[config.mk]
export PLATFORM = sky130hd
export DESIGN_NAME = sdspi_multi_reader
export DESIGN_NICKNAME = d
export VERILOG_FILES = /design/src/rtl/sdspi_multi_reader.sv
export SDC_FILE = /design/constraint.sdc
export NUM_CORES = 1
export LEC_CHECK = 0
export ABC_CLOCK_PERIOD_IN_PS = 4700
export CELL_PAD_IN_SITES_DETAIL_PLACEMENT = 1
export CELL_PAD_IN_SITES_GLOBAL_PLACEMENT = 1
export CORE_MARGIN = 5
export CORE_UTILIZATION = 41
export DETAILED_ROUTE_END_ITERATION = 12
export PLACE_DENSITY = 0.85
export REMOVE_ABC_BUFFERS = 1
export SKIP_LAST_GASP = 1
export SLEW_MARGIN = 20
export SYNTH_ARGS = -nofsm -noshare
export SYNTH_HDL_FRONTEND = slang
export SYNTH_SLANG_ARGS = --single-unit
[constraint.sdc]
create_clock -name clk -period 4.7 [get_ports clk]
set_input_delay 0.705 -clock clk [delete_from_list [all_inputs] [get_ports clk]]
set_output_delay 0.705 -clock clk [all_outputs]
set_load 0.01 [all_outputs]
[src/rtl/sdspi_multi_reader.sv]
// sdspi_multi_reader
//
// Purpose:
//   APB master that drives an SD-SPI controller to read a run of consecutive
//   sectors from one start pulse. The bytes of each sector are packed
//   little-endian into DATA_W-bit words and sent out on a valid/ready stream,
//   so the downstream RAM copier can apply backpressure.
//
// Ports:
//   clk, rstn          system clock, asynchronous active-low reset
//   start              one-cycle request, honoured only while idle
//   start_sector       first sector number of the run
//   nsectors           number of sectors in the run (0 = finish at once)
//   busy               high whenever a run is in progress
//   done               one-cycle pulse at the end of a run
//   error              0 ok, 1 timeout, 2 pslverr; held until the next start
//   sdspi_status       controller state [15:8], SD state [7:0]
//   sdsbusy            controller busy flag
//   psel .. pslverr    APB master interface to the controller
//   out_valid/ready    output word handshake
//   out_data           packed word, sector byte k in lane k mod (DATA_W/8)
//   out_word           index of the word from the start of the run
//   out_last           marks the final word of the final sector
//   retry_cnt          total retries in the run (retry build only)
//
// Configuration macro:
//   SDSPI_MREADER_RETRY_EN - a failed sector is restarted from the command
//   write up to three times; words already emitted are not sent again.

module sdspi_multi_reader #(
    parameter int          DATA_W      = 32,
    parameter int          BLOCK_BYTES = 512,
    parameter logic [15:0] DEV_ADDR    = 16'h0000,
    parameter logic [15:0] BLOCK_ADDR  = 16'h0200,
    parameter int          CNT_W       = 16,
    parameter int          TMO_W       = 24
) (
    input  logic                clk,
    input  logic                rstn,
    input  logic                start,
    input  logic [31:0]         start_sector,
    input  logic [CNT_W-1:0]    nsectors,
    output logic                busy,
    output logic                done,
    output logic [1:0]          error,
    input  logic [31:0]         sdspi_status,
    input  logic                sdsbusy,
    output logic                psel,
    output logic                penable,
    output logic                pwrite,
    output logic [15:0]         paddr,
    output logic [31:0]         pwdata,
    input  logic [31:0]         prdata,
    input  logic                pready,
    input  logic                pslverr,
    output logic                out_valid,
    input  logic                out_ready,
    output logic [DATA_W-1:0]   out_data,
    output logic [CNT_W+8:0]    out_word,
`ifdef SDSPI_MREADER_RETRY_EN
    output logic [1:0]          retry_cnt,
`endif
    output logic                out_last
);

    localparam int BPW    = DATA_W / 8;
    localparam int PTR_W  = $clog2(BLOCK_BYTES) + 1;
    localparam int WORD_W = CNT_W + 9;
    localparam logic [PTR_W-1:0] LANE_MASK = PTR_W'(BPW - 1);
    localparam logic [PTR_W-1:0] PTR_END   = PTR_W'(BLOCK_BYTES);
    localparam logic [PTR_W-1:0] PTR_FINAL = PTR_W'(BLOCK_BYTES - 1);

    typedef enum logic [2:0] {
        ST_IDLE,
        ST_CMD,
        ST_WAIT_BUSY,
        ST_WAIT_IDLE,
        ST_RD,
        ST_NEXT,
        ST_DONE
    } state_t;

    state_t              state_q, state_d;
    logic [31:0]         sector_q, sector_d;
    logic [CNT_W-1:0]    remaining_q, remaining_d;
    logic [PTR_W-1:0]    ptr_q, ptr_d;
    logic [TMO_W-1:0]    tmo_q, tmo_d;
    logic [DATA_W-1:0]   data_q, data_d;
    logic [WORD_W-1:0]   word_q, word_d;
    logic                out_valid_q, out_valid_d;
    logic                out_last_q, out_last_d;
    logic                done_q, done_d;
    logic [1:0]          error_q, error_d;
    logic                psel_q, psel_d;
    logic                penable_q, penable_d;
    logic                pwrite_q, pwrite_d;
    logic [15:0]         paddr_q, paddr_d;
    logic [31:0]         pwdata_q, pwdata_d;

`ifdef SDSPI_MREADER_RETRY_EN
    logic [1:0]          sec_retry_q, sec_retry_d;
    logic [1:0]          retry_cnt_q, retry_cnt_d;
    logic [PTR_W-1:0]    emitted_q, emitted_d;
`endif

    logic                apb_done;
    logic                fail;
    logic [1:0]          fail_code;
    logic                keep;
    logic                unused_bits;

    assign apb_done    = psel_q && penable_q && pready;
    assign unused_bits = ^{prdata[31:8], sdspi_status[31:16]};

    assign busy      = (state_q != ST_IDLE);
    assign done      = done_q;
    assign error     = error_q;
    assign psel      = psel_q;
    assign penable   = penable_q;
    assign pwrite    = pwrite_q;
    assign paddr     = paddr_q;
    assign pwdata    = pwdata_q;
    assign out_valid = out_valid_q;
    assign out_data  = data_q;
    assign out_word  = word_q;
    assign out_last  = out_last_q;
`ifdef SDSPI_MREADER_RETRY_EN
    assign retry_cnt = retry_cnt_q;
`endif

    // State and datapath registers; reset aborts any run without a done pulse.
    always_ff @(posedge clk or negedge rstn) begin
        if (!rstn) begin
            state_q     <= ST_IDLE;
            sector_q    <= '0;
            remaining_q <= '0;
            ptr_q       <= '0;
            tmo_q       <= '0;
            data_q      <= '0;
            word_q      <= '0;
            out_valid_q <= 1'b0;
            out_last_q  <= 1'b0;
            done_q      <= 1'b0;
            error_q     <= 2'd0;
            psel_q      <= 1'b0;
            penable_q   <= 1'b0;
            pwrite_q    <= 1'b0;
            paddr_q     <= '0;
            pwdata_q    <= '0;
`ifdef SDSPI_MREADER_RETRY_EN
            sec_retry_q <= 2'd0;
            retry_cnt_q <= 2'd0;
            emitted_q   <= '0;
`endif
        end else begin
            state_q     <= state_d;
            sector_q    <= sector_d;
            remaining_q <= remaining_d;
            ptr_q       <= ptr_d;
            tmo_q       <= tmo_d;
            data_q      <= data_d;
            word_q      <= word_d;
            out_valid_q <= out_valid_d;
            out_last_q  <= out_last_d;
            done_q      <= done_d;
            error_q     <= error_d;
            psel_q      <= psel_d;
            penable_q   <= penable_d;
            pwrite_q    <= pwrite_d;
            paddr_q     <= paddr_d;
            pwdata_q    <= pwdata_d;
`ifdef SDSPI_MREADER_RETRY_EN
            sec_retry_q <= sec_retry_d;
            retry_cnt_q <= retry_cnt_d;
            emitted_q   <= emitted_d;
`endif
        end
    end

    // Next-state logic. New APB transfers are only launched while psel is
    // low, which leaves one idle cycle after every pready and so limits the
    // bus to one transfer per three cycles.
    always_comb begin
        state_d     = state_q;
        sector_d    = sector_q;
        remaining_d = remaining_q;
        ptr_d       = ptr_q;
        tmo_d       = tmo_q;
        data_d      = data_q;
        word_d      = word_q;
        out_valid_d = out_valid_q;
        out_last_d  = out_last_q;
        done_d      = 1'b0;
        error_d     = error_q;
        psel_d      = psel_q;
        penable_d   = penable_q;
        pwrite_d    = pwrite_q;
        paddr_d     = paddr_q;
        pwdata_d    = pwdata_q;
        fail        = 1'b0;
        fail_code   = 2'd0;
        keep        = 1'b1;
`ifdef SDSPI_MREADER_RETRY_EN
        sec_retry_d = sec_retry_q;
        retry_cnt_d = retry_cnt_q;
        emitted_d   = emitted_q;
        // Bytes below the last emitted word are re-read after a retry but dropped.
        keep        = (ptr_q >= emitted_q);
`endif

        if (psel_q && !penable_q) begin
            penable_d = 1'b1;
        end
        if (apb_done) begin
            psel_d    = 1'b0;
            penable_d = 1'b0;
        end
        if (out_valid_q && out_ready) begin
            out_valid_d = 1'b0;
            out_last_d  = 1'b0;
            word_d      = word_q + WORD_W'(1);
        end

        case (state_q)
            ST_IDLE: begin
                if (start) begin
                    error_d = 2'd0;
                    word_d  = '0;
`ifdef SDSPI_MREADER_RETRY_EN
                    sec_retry_d = 2'd0;
                    retry_cnt_d = 2'd0;
                    emitted_d   = '0;
`endif
                    if (nsectors == '0) begin
                        done_d = 1'b1;
                    end else begin
                        sector_d    = start_sector;
                        remaining_d = nsectors;
                        state_d     = ST_CMD;
                    end
                end
            end
            ST_CMD: begin
                if (apb_done) begin
                    if (pslverr) begin
                        fail      = 1'b1;
                        fail_code = 2'd2;
                    end else begin
                        state_d = ST_WAIT_BUSY;
                        tmo_d   = '0;
                    end
                end else if (!psel_q && !sdsbusy && sdspi_status[15:0] == 16'd0) begin
                    psel_d    = 1'b1;
                    penable_d = 1'b0;
                    pwrite_d  = 1'b1;
                    paddr_d   = DEV_ADDR;
                    pwdata_d  = sector_q;
                end
            end
            ST_WAIT_BUSY: begin
                if (sdsbusy && sdspi_status[7:0] != 8'd0) begin
                    state_d = ST_WAIT_IDLE;
                    tmo_d   = '0;
                end else if (&tmo_q) begin
                    fail      = 1'b1;
                    fail_code = 2'd1;
                end else begin
                    tmo_d = tmo_q + TMO_W'(1);
                end
            end
            ST_WAIT_IDLE: begin
                if (!sdsbusy && sdspi_status[15:0] == 16'd0) begin
                    state_d = ST_RD;
                    ptr_d   = '0;
                end else if (&tmo_q) begin
                    fail      = 1'b1;
                    fail_code = 2'd1;
                end else begin
                    tmo_d = tmo_q + TMO_W'(1);
                end
            end
            ST_RD: begin
                if (apb_done) begin
                    if (pslverr) begin
                        fail      = 1'b1;
                        fail_code = 2'd2;
                    end else begin
                        ptr_d = ptr_q + PTR_W'(1);
                        if (keep) begin
                            for (int k = 0; k < BPW; k++) begin
                                if ((ptr_q & LANE_MASK) == PTR_W'(k)) begin
                                    data_d[8*k +: 8] = prdata[7:0];
                                end
                            end
                            if ((ptr_q & LANE_MASK) == LANE_MASK) begin
                                out_valid_d = 1'b1;
                                out_last_d  = (remaining_q == CNT_W'(1)) && (ptr_q == PTR_FINAL);
`ifdef SDSPI_MREADER_RETRY_EN
                                emitted_d   = ptr_q + PTR_W'(1);
`endif
                            end
                        end
                    end
                end else if (!psel_q && !out_valid_q) begin
                    // The sector ends only once its final word has been taken.
                    if (ptr_q == PTR_END) begin
                        state_d = ST_NEXT;
                    end else begin
                        psel_d    = 1'b1;
                        penable_d = 1'b0;
                        pwrite_d  = 1'b0;
                        paddr_d   = BLOCK_ADDR + 16'(ptr_q);
                    end
                end
            end
            ST_NEXT: begin
                remaining_d = remaining_q - CNT_W'(1);
                sector_d    = sector_q + 32'd1;
`ifdef SDSPI_MREADER_RETRY_EN
                sec_retry_d = 2'd0;
                emitted_d   = '0;
`endif
                state_d = (remaining_q == CNT_W'(1)) ? ST_DONE : ST_CMD;
            end
            ST_DONE: begin
                done_d  = 1'b1;
                state_d = ST_IDLE;
            end
            default: begin
                state_d = ST_IDLE;
            end
        endcase

        // Failure handling: either retry the sector or end the run with an error.
        if (fail) begin
`ifdef SDSPI_MREADER_RETRY_EN
            if (sec_retry_q != 2'd3) begin
                sec_retry_d = sec_retry_q + 2'd1;
                if (retry_cnt_q != 2'd3) begin
                    retry_cnt_d = retry_cnt_q + 2'd1;
                end
                state_d = ST_CMD;
            end else begin
                error_d = fail_code;
                done_d  = 1'b1;
                state_d = ST_IDLE;
            end
`else
            error_d = fail_code;
            done_d  = 1'b1;
            state_d = ST_IDLE;
`endif
        end
    end

endmodule

## Word-level counts from Yosys, hierarchy flattened

Cells that the tools add are included.

- Register bits after elaboration: 198
- Input port bits: 119
- Output and inout port bits: 114

- $add $sub $neg: 6
- Eq/ne operators: 34
- Muxes and demuxes: 87
- Bitwise logic cells: 2
- Reduce and logical (&&, ||, !) cells: 39

Operators with widths:

| operator | count |
|---|---|
| two-way mux 24 bit | 5 |
| two-way mux 16 bit | 7 |
| two-way mux 25 bit | 3 |
| one-hot mux 24 bit (3 select lines) | 1 |
| two-way mux 32 bit | 2 |
| one-hot mux 16 bit (2 select lines) | 2 |
| one-hot mux 32 bit (2 select lines) | 1 |
| two-way mux 1 bit | 39 |
| two-way mux 3 bit | 11 |
| adder 32 x 1 -> 32 bit (second input constant) | 1 |
| zero test 16 bit | 2 |
| two-way mux 10 bit | 3 |
| != test 3 bit (second input constant) | 9 |
| != test 2 bit (second input constant) | 13 |
| adder 25 x 1 -> 25 bit (second input constant) | 1 |
| adder 24 x 1 -> 24 bit (second input constant) | 1 |
| AND reduction 24 bit | 1 |
| AND reduction 4 bit | 6 |
| one-hot mux 10 bit (2 select lines) | 1 |
| one-hot mux 3 bit (6 select lines) | 1 |
| equality test 16 x 1 -> 1 bit (second input constant) | 1 |
| subtractor 16 x 1 -> 16 bit (second input constant) | 1 |
| adder 10 x 10 -> 11 bit (first input constant) | 1 |
| adder 10 x 1 -> 10 bit (second input constant) | 1 |
| other kinds (24) | 54 |

## Longest topological paths before layout

- Depth after elaboration: 8
- Gate-level depth with buffers: 10

## Least setup slack after synthesis

OpenSTA, ideal clock, no wires.

- Path kind: input to register
- Start: input port sdspi_status[5]
- End: register ptr_q[0]
- Library setup time: 0.125 ns
- Data arrival time: 2.399 ns
- Data required time: 4.575 ns
- Slack: 2.177 ns
- Cell stages on the path: 8
- Buffers on the path: 3
- Path through: nor4_1 -> and4_1 -> and4_1 -> clkbuf_1 -> clkbuf_1 -> buf_2 -> nor2_1 -> mux2_2

- Word-level cells in the longest chain between the ends: 4

RTL lines:

| item | line | RTL |
|---|---|---|
| start, declared | 46 | `input logic [31:0] sdspi_status,` |
| zero test 16 bit | 272 | `if (!sdsbusy && sdspi_status[15:0] == 16'd0) begin` |
| logical AND 1 bit | 272 |  |
| != test 2 bit (no line) | -- |  |
| AND reduction 4 bit (no line) | -- |  |
| end signal, assigned | 159 | `ptr_q <= ptr_d;` |
| end, declared | 86 | `logic [PTR_W-1:0] ptr_q, ptr_d;` |

Every way passes these cells.
A chain may end at the register's enable or synchronous reset.

## Final worst setup path

- Start: register state_q[0]
- End: register remaining_q[1]

- Word-level cells in the longest chain between the ends: 3

RTL lines:

| item | line | RTL |
|---|---|---|
| start, declared | 83 | `state_t state_q, state_d;` |
| start signal, assigned | 156 | `state_q <= state_d;` |
| equality test 3 bit / zero test 3 bit (equally long branches) | 224 | `case (state_q)` |
| nonzero test 2 bit (no line) / != test 2 bit (equally long branches) | -- |  |
| AND reduction 3 bit (no line) | -- |  |
| end signal, assigned | 158 | `remaining_q <= remaining_d;` |
| end, declared | 85 | `logic [CNT_W-1:0] remaining_q, remaining_d;` |

Several ways; a longest one is shown, not always the timed one.

==> results.py <==
metrics = {
    "cts": {
        "postCtsSetupRepairBufs": 0,
        "clk_path_buf_depth": 2,
        "htreeDepth": 4,
        "insertion_delay_ps": 440,
        "cts.sinks": 193,
        "cts.repair.resized": 0,
        "numCtsBuffers": 17,
        "path_clk_slew_ps": 80,
        "cts-root-buf": "clkbuf_16",
        "cts_tree": "done",
        "cts_hold_buf": 0,
    },
    "routing": {
        "routedWlPerCell_um": 20.3,
        "dr_total_vias": 8763,
        "drt-vias-per-instance": 5.84,
        "first_pass_iters": 4,
        "drtIter0Drc": 581,
        "routed_wl_um": 30500,
        "drc": 0,
        "ant_nets": 0,
    },
    "critical_path": {
        "cp-start-kind": "flip-flop",
        "criticalPathCategory": "reg -> reg",
        "worstPathArrival_ps": 3530,
        "critPathMaxFanout": 24,
        "required_ps": 5040,
        "end_kind": "flip-flop",
    },
    "sta": {
        "hold_viol": 0,
        "fin_hold_ws_ps": 351,
        "fmax_ghz": 0.314,
        "setup_viol": 0,
        "timing.final.max_slew_violations": 0,
        "tns_ps": 0,
        "clock_skew_ps": 9.49,
        "tightestPinTransition_ps": 1150,
        "rsz0062_at_grt": "no",
        "finalCritPeriodShare": 0.678,
        "slew_headroom": 0.226,
        "fin_crit_ps": 3190,
    },
    "layout": {
        "multi_input_area_um2": 4750,
        "layout_commonest_cell": "dfrtp_1",
        "drive_gt1_frac": 0.113,
        "seqCellArea_um2": 4830,
        "area_growth_syn_to_layout_pct": 28.5,
        "final_cells": 1501,
        "final_cell_mix": "193 x dfrtp_1, 186 x clkdlybuf4s50_1, 75 x a21oi_1",
        "nets": 1296,
        "num-fill-cells": 2629,
    },
    "floorplanning": {
        "dieArea_um2": 27300,
        "core-area_um2": 23600,
        "fp.dieW_um": 165,
        "die_y_um": 165,
        "rows": 56,
        "ios": 233,
        "initial_core_util": 0.418,
    },
    "global_route": {
        "antenna_found_initial": 2,
        "grt_pass1_vias": 9452,
        "grt_most_used_layer": "met2",
        "grt_max_degree": 104,
        "grt_usage": 0.228,
        "grt_util_met3": 0.0434,
        "grt_pass1_wl_um": 50000,
        "use_met2": 0.399,
        "use_met1": 0.286,
        "overflow": 0,
    },
    "power_and_ir_drop": {
        "switching_share": 0.374,
        "p_comb_frac": 0.289,
        "pwr-share-clk": 0.287,
        "peakVddDrop_mv": 0.240,
        "power.internal_w": 0.00335,
        "pwr-share-seq": 0.424,
        "leakage_nw": 5.24,
        "power_switching_w": 0.00200,
        "powerDensity_nw_per_um2": 421,
    },
    "place": {
        "dp_hpwl_um": 21600,
        "dp_cells": 1468,
        "gp_congestion": 0.826,
        "io_buffers": 187,
    },
    "yosys": {
        "avgSynthCellArea_um2": 9.81,
        "synth_ff_type": "dfrtp_1",
        "synth-edff-count": 0,
        "syn_area_um2": 9880,
        "synthCells": 1007,
        "synth_area_leaders": "dfrtp_1 49%, mux2_2 7.5%, a21oi_1 3.8%",
        "yosysWarnings": 0,
        "synth-seq-area-share": 0.489,
        "synth_top_cell_by_area": "dfrtp_1",
        "netlist.area_leader.share": 0.489,
        "async_reset_ff_frac": 1.00,
        "ys_ff_latch": 193,
        "yosysUniqueCellTypes": 65,
    },
    "status": {
        "status": "complete, no violations",
    },
    "hold_path": {
        "worstHoldPathType": "in -> async",
    },
    "flow_run": {
        "maxCapViolCount": 0,
    },
}
synth_stat cells, drive strengths merged, types with 3 or more instances:
| library cell | count |
|---|---|
| inv | 22 |
| dfrtp | 193 |
| o22a | 3 |
| and4 | 15 |
| nand2 | 74 |
| a32oi | 3 |
| a31oi | 9 |
| nand4 | 26 |
| a2bb2oi | 13 |
| nor3b | 3 |
| buf | 19 |
| xnor2 | 18 |
| and3 | 20 |
| mux2i | 5 |
| or4 | 18 |
| and2 | 6 |
| o31a | 4 |
| o22ai | 14 |
| a21oi | 75 |
| nor4b | 3 |
| o21ai | 57 |
| mux2 | 66 |
| clkbuf | 46 |
| a31o | 7 |
| nand3 | 51 |
| o31ai | 27 |
| o21a | 3 |
| ha | 9 |
| o41ai | 5 |
| nor2 | 74 |
| nand2b | 10 |
| nor4 | 30 |
| o32ai | 3 |
| o2bb2ai | 5 |
| nor3 | 21 |
| xor2 | 10 |
| a22oi | 5 |
| or3 | 6 |
| o211ai | 6 |
critical path, cell delays in order, from the launching register on:
cell and delay [ps]:
dfrtp_1 590, nor3_1 620, inv_1 210, a41oi_1 440
a2bb2oi_4 550, buf_4 400, o211ai_1 150, o21ai_0 130
stage by stage:
| step | utilization | worst slack, ps | power, W | instance area (um^2) |
|---|---|---|---|---|
| 2_1_floorplan | - | 339 | 0.00317 | 9620 |
| 3_3_place_gp | 0.511 | 1300 | 0.00372 | 12100 |
| 3_5_place_dp | 0.511 | 1280 | 0.00382 | 12100 |
| 4_1_cts | 0.537 | 1560 | 0.00537 | 12700 |
| 5_1_grt | 0.537 | 1370 | 0.00565 | 12700 |
| 6_report | 0.538 | 1510 | 0.00535 | 12700 |
kinds of logic (layout without fill, tap and decap cells):
kind of cell	Yosys count	in the layout	share of synthesized area
AND/OR/NAND/NOR	366	366	0.196
AO/OA/AOI/OAI	252	252	0.162
flip-flops	193	193	0.489
buffers and inverters	87	257	0.0363
multiplexers	71	71	0.0803
XOR/XNOR	28	28	0.0248
adder cells (fa/ha/maj)	9	9	0.0114
other	1	6	0.000380
per-layer routing:
layer | up-vias | routed length [um]
li1 | 4085 | -
met1 | 4450 | 12800
met2 | 179 | 15700
met3 | 45 | 1330
met4 | 4 | 631
met5 | - | 27
registers in the layout, summed over array words and instances (netlist names):
| name | flops |
|---|---|
| out_data | 32 |
| pwdata | 32 |
| sector_q | 32 |
| out_word | 25 |
| tmo_q | 24 |
| remaining_q | 16 |
| paddr | 11 |
| ptr_q | 10 |
| state_q | 3 |
| error | 2 |
| done | 1 |
| out_last | 1 |
| out_valid | 1 |
| penable | 1 |
| psel | 1 |
| pwrite | 1 |
final timing paths:
check                        startpoint              to  slack [ps]  depth (start not counted)
max                          state_q[0]  remaining_q[1]        1510                          7
min                                rstn    sector_q[17]         350                          1
max reg2reg                  state_q[0]  remaining_q[1]        1510                          7
min reg2reg                out_data[29]    out_data[29]         510                          1
max in group asynchronous          rstn  remaining_q[3]        3250                          2
min in group clk           out_data[29]    out_data[29]         510                          1
area by class of cell:
cell class	instances	share of cell area
Inverter	22	0.00651
Multi-Input combinational cell	731	0.374
Sequential cell	193	0.381
Timing Repair Buffer	203	0.158
Tap cell	319	0.0314
Clock buffer	18	0.0338
Clock inverter	14	0.0149
Antenna cell	1	0.000197
power by group through the flow:
stage                     sequential [W]  clock (W)  combinational [W]
after global routing             0.00231    0.00163            0.00171
after detailed placement         0.00229          0            0.00153
after CTS                        0.00226    0.00157            0.00155
after floorplan                  0.00221          0           0.000963
after global placement           0.00227          0            0.00146
final                            0.00227    0.00153            0.00154
(Power assumes the default switching activity.)
